## config.mk

```make
export PLATFORM = sky130hd
export DESIGN_NAME = rpn_stack_calc
export DESIGN_NICKNAME = d
export VERILOG_FILES = /design/src/rtl/rpn_stack_calc.sv
export SDC_FILE = /design/constraint.sdc
export NUM_CORES = 1
export LEC_CHECK = 0
export CORE_MARGIN = 2
export CORE_UTILIZATION = 46
export DETAILED_ROUTE_END_ITERATION = 8
export PLACE_DENSITY = 0.64
export SKIP_CTS_REPAIR_TIMING = 1
export SLEW_MARGIN = 15
export SYNTH_ARGS = -nofsm -noshare
export SYNTH_HDL_FRONTEND = slang
export SYNTH_SLANG_ARGS = --single-unit
```

## constraint.sdc

```tcl
create_clock -name clk -period 5.5 [get_ports clk]
set_clock_uncertainty 0.05 [all_clocks]
set_input_delay 0.825 -clock clk [delete_from_list [all_inputs] [get_ports clk]]
set_output_delay 0.825 -clock clk [all_outputs]
set_load 0.005 [all_outputs]
```

## src/rtl/rpn_stack_calc.sv

```systemverilog
// RPN evaluator: pushes parsed operands onto a LIFO stack and applies ADD/SUB/MUL/PEEK to the top two entries.
// Latency: a push lands on the edge it is accepted; an op writes back 3 edges after acceptance (IDLE->READ->EXEC->WRITE).
// Backpressure: there is no stall output; a 1-entry pending slot absorbs one strobe while busy, and further strobes are dropped with err_overrun.
//
// Ports:
//   clk, rst                 single clock, synchronous active-high reset
//   num_in / num_valid       operand push strobe from the digit parser
//   op / op_valid            operator strobe (00 ADD, 01 SUB, 10 MUL, 11 PEEK)
//   clear                    flush stack, pending slot and error flags (result kept)
//   result / result_valid    last completed op value, with a 1-cycle update pulse
//   top / depth              current stack top (0 when empty) and occupancy
//   busy                     op in flight
//   err_underflow/overflow/overrun   sticky error flags
module rpn_stack_calc #(
    parameter int WIDTH = 16,
    parameter int DEPTH = 8
) (
    input  logic                       clk,
    input  logic                       rst,
    input  logic [WIDTH-1:0]           num_in,
    input  logic                       num_valid,
    input  logic [1:0]                 op,
    input  logic                       op_valid,
    input  logic                       clear,
    output logic [WIDTH-1:0]           result,
    output logic                       result_valid,
    output logic [WIDTH-1:0]           top,
    output logic [$clog2(DEPTH+1)-1:0] depth,
    output logic                       busy,
    output logic                       err_underflow,
    output logic                       err_overflow,
    output logic                       err_overrun
);

    localparam int DW = $clog2(DEPTH + 1);
    localparam int AW = $clog2(DEPTH);

    localparam logic [1:0] OP_ADD  = 2'b00;
    localparam logic [1:0] OP_SUB  = 2'b01;
    localparam logic [1:0] OP_MUL  = 2'b10;
    localparam logic [1:0] OP_PEEK = 2'b11;

    typedef enum logic [1:0] {
        S_IDLE,
        S_READ,
        S_EXEC,
        S_WRITE
    } state_t;

    state_t state_q, state_d;

    logic [WIDTH-1:0] stack_mem [DEPTH];
    logic [DW-1:0]    depth_q;
    logic [AW-1:0]    idx_top, idx_below, idx_push;

    // Pending slot: one buffered strobe, either an operand or an operator.
    logic             pend_vld;
    logic             pend_is_op;
    logic [WIDTH-1:0] pend_dat;
    logic [1:0]       pend_op;

    logic [1:0]       op_q;
    logic [WIDTH-1:0] a_q, b_q, res_q;
    logic [WIDTH-1:0] result_q;
    logic             result_vld_q;
    logic             err_uf_q, err_of_q, err_or_q;

    // Decoded actions for this cycle.
    logic             push_req, push_ok;
    logic [WIDTH-1:0] push_dat;
    logic             start_op;
    logic [1:0]       start_code;
    logic             slot_load, slot_is_op, slot_take;
    logic             overrun;
    logic             underflow;

    // Entry indices: depth-1 is the top, depth-2 the operand below it.
    assign idx_top   = AW'(depth_q - DW'(1));
    assign idx_below = AW'(depth_q - DW'(2));
    assign idx_push  = AW'(depth_q);

    // Stack content cannot change while busy (pushes are parked in the slot),
    // so checking the operand count in READ is the same as checking at accept.
    assign underflow = (op_q == OP_PEEK) ? (depth_q < DW'(1)) : (depth_q < DW'(2));
    assign push_ok   = push_req && (depth_q != DW'(DEPTH));

    always_comb begin
        state_d    = state_q;
        push_req   = 1'b0;
        push_dat   = num_in;
        start_op   = 1'b0;
        start_code = op;
        slot_load  = 1'b0;
        slot_is_op = 1'b0;
        slot_take  = 1'b0;
        overrun    = 1'b0;

        if (clear) begin
            state_d = S_IDLE;
        end else if (state_q == S_IDLE) begin
            if (pend_vld) begin
                // Drain the parked strobe first; the freed slot takes one new strobe.
                slot_take = 1'b1;
                if (pend_is_op) begin
                    start_op   = 1'b1;
                    start_code = pend_op;
                end else begin
                    push_req = 1'b1;
                    push_dat = pend_dat;
                end
                if (num_valid) begin
                    slot_load = 1'b1;
                    overrun   = op_valid;
                end else if (op_valid) begin
                    slot_load  = 1'b1;
                    slot_is_op = 1'b1;
                end
            end else if (num_valid) begin
                // Simultaneous op is parked behind the operand.
                push_req = 1'b1;
                if (op_valid) begin
                    slot_load  = 1'b1;
                    slot_is_op = 1'b1;
                end
            end else if (op_valid) begin
                start_op = 1'b1;
            end
            if (start_op) begin
                state_d = S_READ;
            end
        end else begin
            if (num_valid) begin
                if (!pend_vld) begin
                    slot_load = 1'b1;
                end else begin
                    overrun = 1'b1;
                end
            end
            if (op_valid) begin
                if (!pend_vld && !num_valid) begin
                    slot_load  = 1'b1;
                    slot_is_op = 1'b1;
                end else begin
                    overrun = 1'b1;
                end
            end
            case (state_q)
                S_READ:  state_d = underflow ? S_IDLE : S_EXEC;
                S_EXEC:  state_d = S_WRITE;
                S_WRITE: state_d = S_IDLE;
                default: state_d = S_IDLE;
            endcase
        end
    end

    always_ff @(posedge clk) begin
        if (rst) begin
            state_q <= S_IDLE;
        end else begin
            state_q <= state_d;
        end
    end

    always_ff @(posedge clk) begin
        if (rst) begin
            depth_q      <= '0;
            pend_vld     <= 1'b0;
            pend_is_op   <= 1'b0;
            pend_dat     <= '0;
            pend_op      <= '0;
            op_q         <= '0;
            a_q          <= '0;
            b_q          <= '0;
            res_q        <= '0;
            result_q     <= '0;
            result_vld_q <= 1'b0;
            err_uf_q     <= 1'b0;
            err_of_q     <= 1'b0;
            err_or_q     <= 1'b0;
        end else begin
            result_vld_q <= 1'b0;
            if (clear) begin
                depth_q  <= '0;
                pend_vld <= 1'b0;
                err_uf_q <= 1'b0;
                err_of_q <= 1'b0;
                err_or_q <= 1'b0;
            end else begin
                if (push_req) begin
                    if (push_ok) begin
                        depth_q <= depth_q + DW'(1);
                    end else begin
                        err_of_q <= 1'b1;
                    end
                end
                if (start_op) begin
                    op_q <= start_code;
                end
                if (slot_load) begin
                    pend_vld   <= 1'b1;
                    pend_is_op <= slot_is_op;
                    pend_dat   <= num_in;
                    pend_op    <= op;
                end else if (slot_take) begin
                    pend_vld <= 1'b0;
                end
                if (overrun) begin
                    err_or_q <= 1'b1;
                end
                case (state_q)
                    S_READ: begin
                        if (underflow) begin
                            err_uf_q <= 1'b1;
                        end else begin
                            b_q <= stack_mem[idx_top];
                            a_q <= stack_mem[idx_below];
                        end
                    end
                    S_EXEC: begin
                        case (op_q)
                            OP_ADD:  res_q <= a_q + b_q;
                            OP_SUB:  res_q <= a_q - b_q;
                            OP_MUL:  res_q <= a_q * b_q;
                            default: res_q <= b_q;
                        endcase
                    end
                    S_WRITE: begin
                        result_q     <= res_q;
                        result_vld_q <= 1'b1;
                        if (op_q != OP_PEEK) begin
                            depth_q <= depth_q - DW'(1);
                        end
                    end
                    default: ;
                endcase
            end
        end
    end

    // Stack RAM carries no reset; entries at or above depth are never read.
    always_ff @(posedge clk) begin
        if (!rst && !clear) begin
            if (push_ok) begin
                stack_mem[idx_push] <= push_dat;
            end
            if (state_q == S_WRITE && op_q != OP_PEEK) begin
                stack_mem[idx_below] <= res_q;
            end
        end
    end

    assign result        = result_q;
    assign result_valid  = result_vld_q;
    assign top           = (depth_q == '0) ? '0 : stack_mem[idx_top];
    assign depth         = depth_q;
    assign busy          = (state_q != S_IDLE);
    assign err_underflow = err_uf_q;
    assign err_overflow  = err_of_q;
    assign err_overrun   = err_or_q;

endmodule

```

# [Word-level counts from Yosys, hierarchy flattened]
# Memory sizes are Yosys's and may differ from the RTL's. A register that Yosys moved wholly into a read port is not among the register bits.
# Cells that the tools add are included.
[totals] regBits=80 ram_bits=128 in_bits=23 out_inout_bits=41 wordCells=123 n_memories=1
[mem_list] name="stack_mem" depth=8 word_bits=16 rd=2 rd_ports_with_merged_regs=1 write_ports=1 line="52" text="logic [WIDTH-1:0] stack_mem [DEPTH];"
[classes] n_addsub=5 n_mul=1 order_cmp=2 n_eq_ne=9 mux=66 bitwise_logic=3 reduce_logical=22
[ops] operator="$mux W16" n=6
[ops] operator="$pmux W16 S3" n=1
[ops] operator="$mux W1" n=47
[ops] operator="$add A16 B16 Y16" n=1
[ops] operator="$mul A16 B16 Y16" n=1
[ops] operator="$mux W4" n=4
[ops] operator="$reduce_or A16 Y1" n=1
[ops] operator="$sub A16 B16 Y16" n=1
[ops] operator="$mux W2" n=6
[ops] operator="$reduce_and A2 Y1" n=6
[ops] operator="$eq A2 B2 Y1 const B" n=4
[ops] operator="$add A4 B1 Y4 const B" n=1
[ops] operator="$eq A2 B1 Y1 const B" n=2
[ops] operator="$logic_and A1 B1 Y1" n=4
[ops] operator="$logic_not A1 Y1" n=4
[ops] operator="$logic_not A2 Y1" n=2
[ops] operator="$logic_not A4 Y1" n=1
[ops] operator="$lt A4 B1 Y1 const B" n=1
[ops] operator="$lt A4 B2 Y1 const B" n=1
[ops] operator="$ne A4 B4 Y1 const B" n=1
[ops] operator="$pmux W2 S2" n=1
[ops] operator="$reduce_bool A2 Y1" n=2
[ops] operator="$sub A4 B1 Y4 const B" n=1
[ops] operator="$mux W3" n=1
[ops] operator="other kinds (6)" n=8

# [Depth between registers and ports, before layout]
# Gate-level depths: netlist (run 1).
[logic_depth] depth_word=9 ltp_mapped=21 ltp_nobuf=20

# [Least setup slack after synthesis (run 1)]
# No wires, ideal clock.
[synth_timing] path_type="register to register" from="reg b_q[1] (read register of stack_mem)" to="reg res_q[14]" setup_time_ns=0.103 t_arrival_ns=5.518 required_ns=5.347 slack_ns=-0.171 path_stages_with_launch=21 n_path_buf=2 period_less_slack_ns=5.671 cell_sequence="dfxtp_1 -> clkbuf_1 -> clkbuf_1 -> nand2_1 -> fa_1 -> fa_1 -> fa_1 -> fa_1 -> inv_1 -> fa_1 -> inv_1 -> fa_1 -> inv_1 -> ha_1 -> and3_2 -> nand2_1 -> a21boi_1 -> a311oi_2 -> mux2i_1 -> o2111a_1 -> a2111oi_2"
[synth_via] elab_chain_cells=2 elab_cells_between_ends=4
[synth_lines] item="start: declaration" line="63" text="logic [WIDTH-1:0] a_q, b_q, res_q;"
[synth_lines] item="$mul A16 B16 Y16, or another cell as far along" line="223" text="OP_MUL: res_q <= a_q * b_q;"
[synth_lines] item="$pmux W16 S3 (*)" line="220" text="case (op_q)"
[synth_lines] item="end signal: assignment" line="221" text="OP_ADD: res_q <= a_q + b_q;"
[synth_lines] item="end signal: assignment" line="223"
[synth_lines] item="end signal: assignment" line="224" text="default: res_q <= b_q;"
[synth_lines] item="end: declaration" line="63"
# Mark *: on every way between the ends. The rest lies on a longest branch, timed or not.
# A chain may end at the register's enable or synchronous reset.

# [Final worst setup path (run 1)]
# Same ends and word-level chain as after synthesis.

==> impl_results.rst, run 1 <==
.. list-table::
   :header-rows: 1

   * - Metric
     - Value
   * - Overflow after GRT
     - 0
   * - Avg WL per Cell
     - 20.5 um
   * - Initial standard-cell utilization of the core
     - 0.467
   * - Mean instance size in the synthesized netlist
     - 10.6 um2
   * - Clock transition at the register clock pins on the worst setup and hold paths after CTS
     - 60 ps
   * - Peak fanout along the critical path
     - 8
   * - End of the worst register-to-register path
     - res_q[14]
   * - Number of hold violations in the final report
     - 0
   * - Share of layout cells above drive strength 1
     - 0.142
   * - Final ANT Viol Nets
     - 0
   * - Depth of the worst register-to-register path
     - 17
   * - Wire length reported by the detailed router
     - 40300 um
   * - Count of clock tree sinks
     - 224
   * - Slew of the pin with the lowest slew margin
     - 1170 ps
   * - Final worst setup slack
     - approximately 190 ps
   * - GPL Wtd Cong
     - 0.880
   * - Number of buffer cells added on primary ports
     - 63
   * - Fraction of registers with async set or reset after synthesis
     - 0
   * - Post-detailed-route DRC marker count
     - 0
   * - Clk buf depth
     - 3
   * - Count of flip-flops with a built-in enable after synthesis
     - 128
   * - Number of H-tree levels
     - 1
   * - Violation count after the first detailed-route iteration
     - about 960
   * - Status
     - complete, no violations
   * - Main synth FF type
     - edfxtp_1
   * - Kind of cell adding the most delay to the critical path
     - adder cells
   * - Drt first pass iters
     - 5
   * - Power per unit of standard cell area
     - 202 mW/mm2
   * - Internal Pwr Total
     - 2730 uW
   * - Net total in the final layout
     - between 1500 and 2000
   * - Path type of the worst min-delay path
     - register to register
   * - Number of distinct library cell variants in the gate-level netlist after synthesis
     - 68
   * - WHS Endpoint
     - result[4]
   * - Data required time at the worst endpoint
     - between 5000 and 6000 ps
   * - Clk pwr share
     - 0.430
   * - Source-to-sink clock delay at the later pin of the worst-skew pair
     - 520 ps
   * - # setup viols final
     - 0
   * - Synthesis warning total
     - 0
   * - Tcrit/Tclk final
     - 0.966
   * - Area growth from synthesis to layout
     - 14.7%
   * - Worst Min Path Start
     - result[4]
   * - Global-route wire length before repair
     - 62700 um
   * - Mapped cell area
     - 0.0151 mm2
   * - Max-slew headroom
     - 0.210
   * - Critical Path Sink Type
     - register
   * - Width of the die
     - 185 um
   * - Kind of critical path
     - register to register
   * - Most numerous cell on the critical path
     - fa_1
   * - Min Clock Period, post-route
     - 5310 ps
   * - Crit-path cells
     - buf_4 -> and2_1 -> fa_1 -> inv_1 -> fa_1 -> inv_1 -> fa_1 -> fa_1 -> inv_1 -> fa_1 -> fa_2 -> inv_1 -> ha_1 -> mux2_2 -> mux2i_1 -> o2111a_1 -> a2111oi_2
   * - Number of violations of the max-capacitance limit
     - 0
   * - Number of placed I/O pins
     - 64
   * - Largest voltage drop on the vdd net
     - between 200 and 250 uV
   * - Number of antenna violations at the first check in global routing
     - 1
   * - Combinational fraction of design power
     - 0.060
   * - Fin util
     - 0.535
   * - Pin count of the biggest net entering global routing
     - 55
   * - Mapped Cells
     - approximately 1400
   * - Master of the slowest instance on the critical path
     - fa_1
   * - Hold Crit Depth
     - 2
   * - Count of buffering cells on the critical path with inverters included
     - 5
   * - Leakage power summed over all cells
     - 0.00659 uW
   * - Root Buffer
     - clkbuf_16
   * - Inserted Clock Buffers
     - 24
   * - Post-route setup TNS
     - 0 ps
   * - Core Footprint
     - 0.0325 mm2
   * - Setup repair after global routing missed its margin
     - true
   * - Antenna diode count
     - 0
   * - Number of register bits inferred by synthesis
     - between 200 and 250
   * - Via count of the routed design
     - 10893
   * - Worst R2R Setup Slack
     - approximately 190 ps
   * - Seq pwr share
     - 0.510
   * - CP Data Arrival Time
     - between 5000 and 6000 ps
   * - F_max
     - 188 MHz
   * - TritonCTS clock tree
     - built
   * - Post-Synthesis Net Count
     - 1610
   * - Number of rows created at floorplan
     - 66
   * - Sequential share of the synthesized area
     - 0.381
   * - Net Sw Power
     - 780 uW
   * - Die Y-Extent
     - 185 um
   * - Minimum setup slack after placement
     - -3.65 ps
   * - Area of the die
     - 0.0344 mm2
   * - Detailed Place HPWL
     - 29900 um
   * - Startpoint type of the worst setup path
     - register
   * - Vias in the first global route
     - 11056
   * - Total power
     - 3510 uW
   * - Max-slew violation count
     - 0
   * - Per-cell via count in the routed design
     - 5.54
   * - Fraction of power spent switching nets
     - 0.222
   * - Largest stage delay on the critical path
     - 550 ps
   * - Global-route usage over all layers
     - 0.240
   * - Worst r2r src
     - b_q[1]
-- power by group through the flow --
stage	sequential (uW)	combinational, uW	clock (uW)
6_report	1790	212	1510
3_3_place_gp	1830	209	0
5_1_grt	1790	227	1610
4_1_cts	1790	213	1530
3_5_place_dp	1830	212	0
2_1_floorplan	1820	134	0
-- metrics by stage --
stage,std cells,cell area [um2],hold WS [ps]
after floorplan,1431,15200,392
after global placement,1924,16600,397
after detailed placement,1924,16600,397
after CTS,1968,17300,406
after global routing,1968,17400,421
final,1968,17400,402
-- cell usage after synthesis (all sizes together), types with 18 or more instances --
library cell / number / area share
nand2: 189 / 0.047
edfxtp: 128 / 0.25
inv: 127 / 0.031
nor2: 127 / 0.032
dfxtp: 96 / 0.13
fa: 81 / 0.11
ha: 75 / 0.062
and2: 70 / 0.029
mux4: 64 / 0.095
clkbuf: 63 / 0.016
a21oi: 58 / 0.019
mux2i: 58 / 0.038
xnor2: 40 / 0.024
o21ai: 38 / 0.013
a211oi: 28 / 0.014
buf: 26 / 0.0089
a311oi: 21 / 0.013
xor2: 18 / 0.010
-- worst max-delay path by stage --
stage	from	to	slack, ps	depth (start not counted)
2_1_floorplan	b_q[1]	res_q[14]	2	20
3_3_place_gp	b_q[1]	res_q[14]	50	18
3_5_place_dp	b_q[1]	res_q[14]	-4	18
4_1_cts	b_q[1]	res_q[14]	-30	18
5_1_grt	b_q[4]	res_q[14]	-20	20
6_report	b_q[1]	res_q[14]	190	17
-- registers in the layout, indices dropped and copies added, names as in the netlist --
name,flops
pend_op,2
err_underflow,1
op_q,2
pend_is_op,1
pend_vld,1
err_overrun,1
result_valid,1
result,16
err_overflow,1
stack_mem,128
res_q,16
state_q,2
pend_dat,16
b_q,16
depth,4
a_q,16
-- logic make-up after synthesis --
kind of cell | after synthesis | share of synthesized area
AOI/OAI and AO/OA | 203 | 0.0903
xor gates and xnor gates | 59 | 0.0355
adders and majority gates | 157 | 0.170
buffers and inverters | 217 | 0.0563
DFF | 224 | 0.381
muxes | 124 | 0.135
and+or+nand+nor | 447 | 0.133
-- metal layers --
layer  GRT usage  part of all wire  wire length (um)  up-vias
li1            -                 -                 -     5083
met1       0.321              0.43             17500     5429
met2       0.410              0.49             19600      317
met3      0.0328             0.055              2220       64
met4      0.0613             0.022               899        0
met5           0                 0                 0        -
-- worst register-to-register path: cells and delay by family, from the launching register on --
kind / cells / cell delay (ps)
compound gates: 2 / 260
buf+inv: 5 / 370
flops: 1 / 360
fa+ha+maj: 7 / 3480
mux: 2 / 480
simple gates: 1 / 150
-- layout by cell type, fill, tap and decap left out, types with 3 or more instances in the layout --
cell	instances
nor2b_1	10
o21ai_1	4
xnor2_1	39
fa_1	79
o21a_1	9
nand2b_1	10
xor2_1	16
a211oi_1	27
nor2_1	124
clkdlybuf4s50_1	62
and2_1	69
clkbuf_16	25
nand3_1	7
a21o_1	8
inv_1	127
dfxtp_1	88
or3_1	4
clkinv_1	3
nand2_1	189
clkinv_2	7
o211ai_1	4
nor4_1	3
mux2i_1	58
nor3_1	11
mux4_2	64
buf_4	76
and3_1	5
clkbuf_1	7
o21ai_0	33
a311oi_1	19
dfxtp_2	7
o31ai_1	6
a31oi_1	8
ha_1	73
edfxtp_1	128
a2111oi_2	3
a21oi_1	57
-- final cells by class --
| cell class | instances | area, um2 |
|---|---|---|
| Clock inverter | 10 | 51.3 |
| Timing Repair Buffer | 140 | 1220 |
| Fill cell | 2886 | 15100 |
| Multi-Input combinational cell | 990 | 8610 |
| Clock buffer | 34 | 679 |
| Sequential cell | 224 | 5780 |
| Inverter | 128 | 480 |
| Tap cell | 442 | 553 |
Power figures use the tool's default switching activity.
==> run 2, diff against run 1 <==
Settings changed: CTS_BUF_LIST set to sky130_fd_sc_hd__clkbuf_8.
Clock period 5.5 ns to 4.5 ns, I/O delays scaled along.
==> impl_results.rst, run 2 (synthesized netlist as in run 1, its figures left out) <==
.. list-table::
   :header-rows: 1

   * - Metric
     - Value
   * - Startpoint type of the worst setup path
     - register (unchanged)
   * - Count of clock tree sinks
     - 224 (unchanged)
   * - Cell area after placement
     - 0.0171 mm2 (was 0.0166 mm2)
   * - Global-route wire length before repair
     - 62900 um (was 62700 um)
   * - Hold Crit Depth
     - 2 (unchanged)
   * - Worst r2r src
     - b_q[4] (was b_q[1])
   * - Sequential Area
     - 0.00582 mm2 (was 0.00578 mm2)
   * - Max-slew violation count
     - 0 (unchanged)
   * - Clock transition at the register clock pins on the worst setup and hold paths after CTS
     - 60 ps (about the same)
   * - Largest register by flop count
     - stack_mem (unchanged)
   * - Source-to-sink clock delay at the later pin of the worst-skew pair
     - 550 ps (was 520 ps)
   * - Number of antenna violations at the first check in global routing
     - 0 (was 1)
   * - Number of inserted filler cells in the final layout
     - 2829 (was 2886)
   * - Overflow after GRT
     - 0 (unchanged)
   * - Initial standard-cell utilization of the core
     - 0.467 (unchanged)
   * - Worst setup path startpoint
     - b_q[4] (was b_q[1])
   * - Root Buffer
     - clkbuf_8 (was clkbuf_16)
   * - Net total in the final layout
     - 1761 (was 1687)
   * - Post-detailed-route DRC marker count
     - 0 (unchanged)
   * - TritonCTS clock tree
     - built (unchanged)
   * - Max-slew headroom
     - 0.162 (was 0.210)
   * - GPL Wtd Cong
     - 0.881 (was 0.880)
   * - Largest register FFs
     - 128 (unchanged)
   * - Path type of the worst min-delay path
     - register to register (unchanged)
   * - F_max
     - 194 MHz (was 188 MHz)
   * - Pin count of the biggest net entering global routing
     - 70 (was 55)
   * - Number of H-tree levels
     - 2 (was 1)
   * - Number of rows created at floorplan
     - 66 (unchanged)
   * - Final ANT Viol Nets
     - 0 (unchanged)
   * - WHS Endpoint
     - result[2] (was result[4])
   * - Combined area of the multi-input logic cells
     - 0.00881 mm2 (was 0.00861 mm2)
   * - Highest-count cells in the layout ignoring fill and taps
     - nand2_1 (188), inv_1 (130), edfxtp_1 (128) (was nand2_1 (189), edfxtp_1 (128), inv_1 (127))
   * - Die Y-Extent
     - 185 um (unchanged)
   * - Core Footprint
     - 0.0325 mm2 (unchanged)
   * - Per-cell via count in the routed design
     - 5.49 (was 5.54)
   * - Global-route usage over all layers
     - 0.241 (was 0.240)
   * - Leakage power summed over all cells
     - 0.00700 uW (was 0.00659 uW)
   * - Vias in the first global route
     - 11425 (was 11056)
   * - Failing checks
     - negative setup slack
   * - Tcrit/Tclk final
     - 1.14 (was 0.966)
   * - Area growth from synthesis to layout
     - 19.8% (was 14.7%)
   * - Setup repair after global routing missed its margin
     - true (unchanged)
   * - Depth of the worst register-to-register path
     - 19 (was 17)
   * - Kind of critical path
     - register to register (unchanged)
   * - End of the worst register-to-register path
     - res_q[14] (unchanged)
   * - Worst Min Path Start
     - result[2] (was result[4])
   * - Number of placed I/O pins
     - 64 (unchanged)
   * - Violation count after the first detailed-route iteration
     - 837 (was 964)
   * - Number of hold violations in the final report
     - 0 (unchanged)
   * - # setup viols final
     - 8 (was 0)
   * - Status
     - finished, violations left (was complete, no violations)
   * - Avg WL per Cell
     - 19.8 um (was 20.5 um)
   * - Number of buffer cells added on primary ports
     - 63 (unchanged)
   * - Share of layout cells above drive strength 1
     - 0.212 (was 0.142)
   * - Slew of the pin with the lowest slew margin
     - 1240 ps (was 1170 ps)
   * - Critical Path Sink Type
     - register (unchanged)
   * - Most common library cell in the layout ignoring fill and taps
     - nand2_1 (unchanged)
   * - Inserted Clock Buffers
     - 38 (was 24)
   * - Clk buf depth
     - 3 (unchanged)
   * - Data required time at the worst endpoint
     - 4890 ps (was 5820 ps)
   * - Drt first pass iters
     - 5 (unchanged)
   * - Power per unit of standard cell area
     - 233 mW/mm2 (was 202 mW/mm2)
   * - Largest voltage drop on the vdd net
     - 244 uV (was 220 uV)
   * - Final worst setup slack
     - -646 ps (was 187 ps)
   * - Number of violations of the max-capacitance limit
     - 0 (unchanged)
   * - Antenna diode count
     - 0 (unchanged)
   * - CP Data Arrival Time
     - 5540 ps (was 5640 ps)
   * - Detailed Place HPWL
     - 30700 um (was 29900 um)
   * - Peak fanout along the critical path
     - 7 (was 8)
   * - Post-route standard cell area excluding fillers
     - 0.0181 mm2 (was 0.0174 mm2)
   * - Worst R2R Setup Slack
     - -650 ps (was 190 ps)
   * - Area of the die
     - 0.0344 mm2 (unchanged)
   * - Via count of the routed design
     - 11275 (was 10893)
   * - Wire length reported by the detailed router
     - 40600 um (was 40300 um)
   * - Min Clock Period, post-route
     - 5150 ps (was 5310 ps)
   * - Fin util
     - 0.559 (was 0.535)
   * - Width of the die
     - 185 um (unchanged)
==> run 2: cell types whose count changed in the layout (fill, tap and decap cells not counted), moves of 10 or more <==
cell / previous run / this run
buf_4: 76 / 122
clkbuf_16: 25 / 0
dfxtp_4: 1 / 11
inv_2: 0 / 10
dfxtp_1: 88 / 77
buf_6: 0 / 10
clkbuf_8: 2 / 40
==> run 2: routing by layer <==
metal	global-route usage	routed length [um]
met2	0.414	20100
met4	0.0911	1390
met5	0	0
met1	0.308	16800
met3	0.0364	2270
==> run 2: stage by stage <==
stage | total power (uW) | setup WS [ps] | cells | TNS [ps] | hold WS (ps)
after floorplan | 2390 | -629 | 1431 | -2860 | 392
after global placement | 2490 | -785 | 1979 | -5280 | 397
after detailed placement | 2490 | -862 | 1979 | -5730 | 401
after CTS | 4270 | -981 | 2047 | -6010 | 411
after global routing | 4370 | -863 | 2052 | -5310 | 423
final | 4230 | -646 | 2052 | -3600 | 406
==> run 2: where the power goes <==
part / leakage, uW / internal [uW] / switching (uW) / total (uW)
clock: 0.000423 / 943 / 847 / 1790
combinational: 0.00463 / 112 / 149 / 261
sequential: 0.00194 / 2170 / 9.02 / 2180
total: 0.00700 / 3230 / 1010 / 4230
==> run 2: final cells by class <==
cell class / count / share of cell area
Multi-Input combinational cell: 990 / 0.486
Sequential cell: 224 / 0.321
Timing Repair Buffer: 200 / 0.0967
Tap cell: 442 / 0.0305
Clock buffer: 40 / 0.0304
Inverter: 128 / 0.0265
Clock inverter: 28 / 0.00959
==> run 2: how the worst max path moves through the flow <==
| stage | endpoint | slack, ps |
|---|---|---|
| 2_1_floorplan | res_q[13] | -630 |
| 3_3_place_gp | res_q[14] | -780 |
| 3_5_place_dp | res_q[13] | -860 |
| 4_1_cts | res_q[13] | -980 |
| 5_1_grt | res_q[14] | -860 |
| 6_report | res_q[14] | -650 |
==> run 2: critical path: stages, from the launching register on <==
cell and delay [ps]:
dfxtp_4 370, and2_4 160, fa_1 520, inv_1 50
fa_1 520, fa_1 450, fa_1 500, inv_1 50
fa_1 490, inv_2 40, fa_1 510, inv_2 50
ha_4 250, and3_4 150, nand2_1 60, a21boi_1 60
a311oi_2 220, mux2i_1 120, o2111a_1 250, a2111oi_2 190
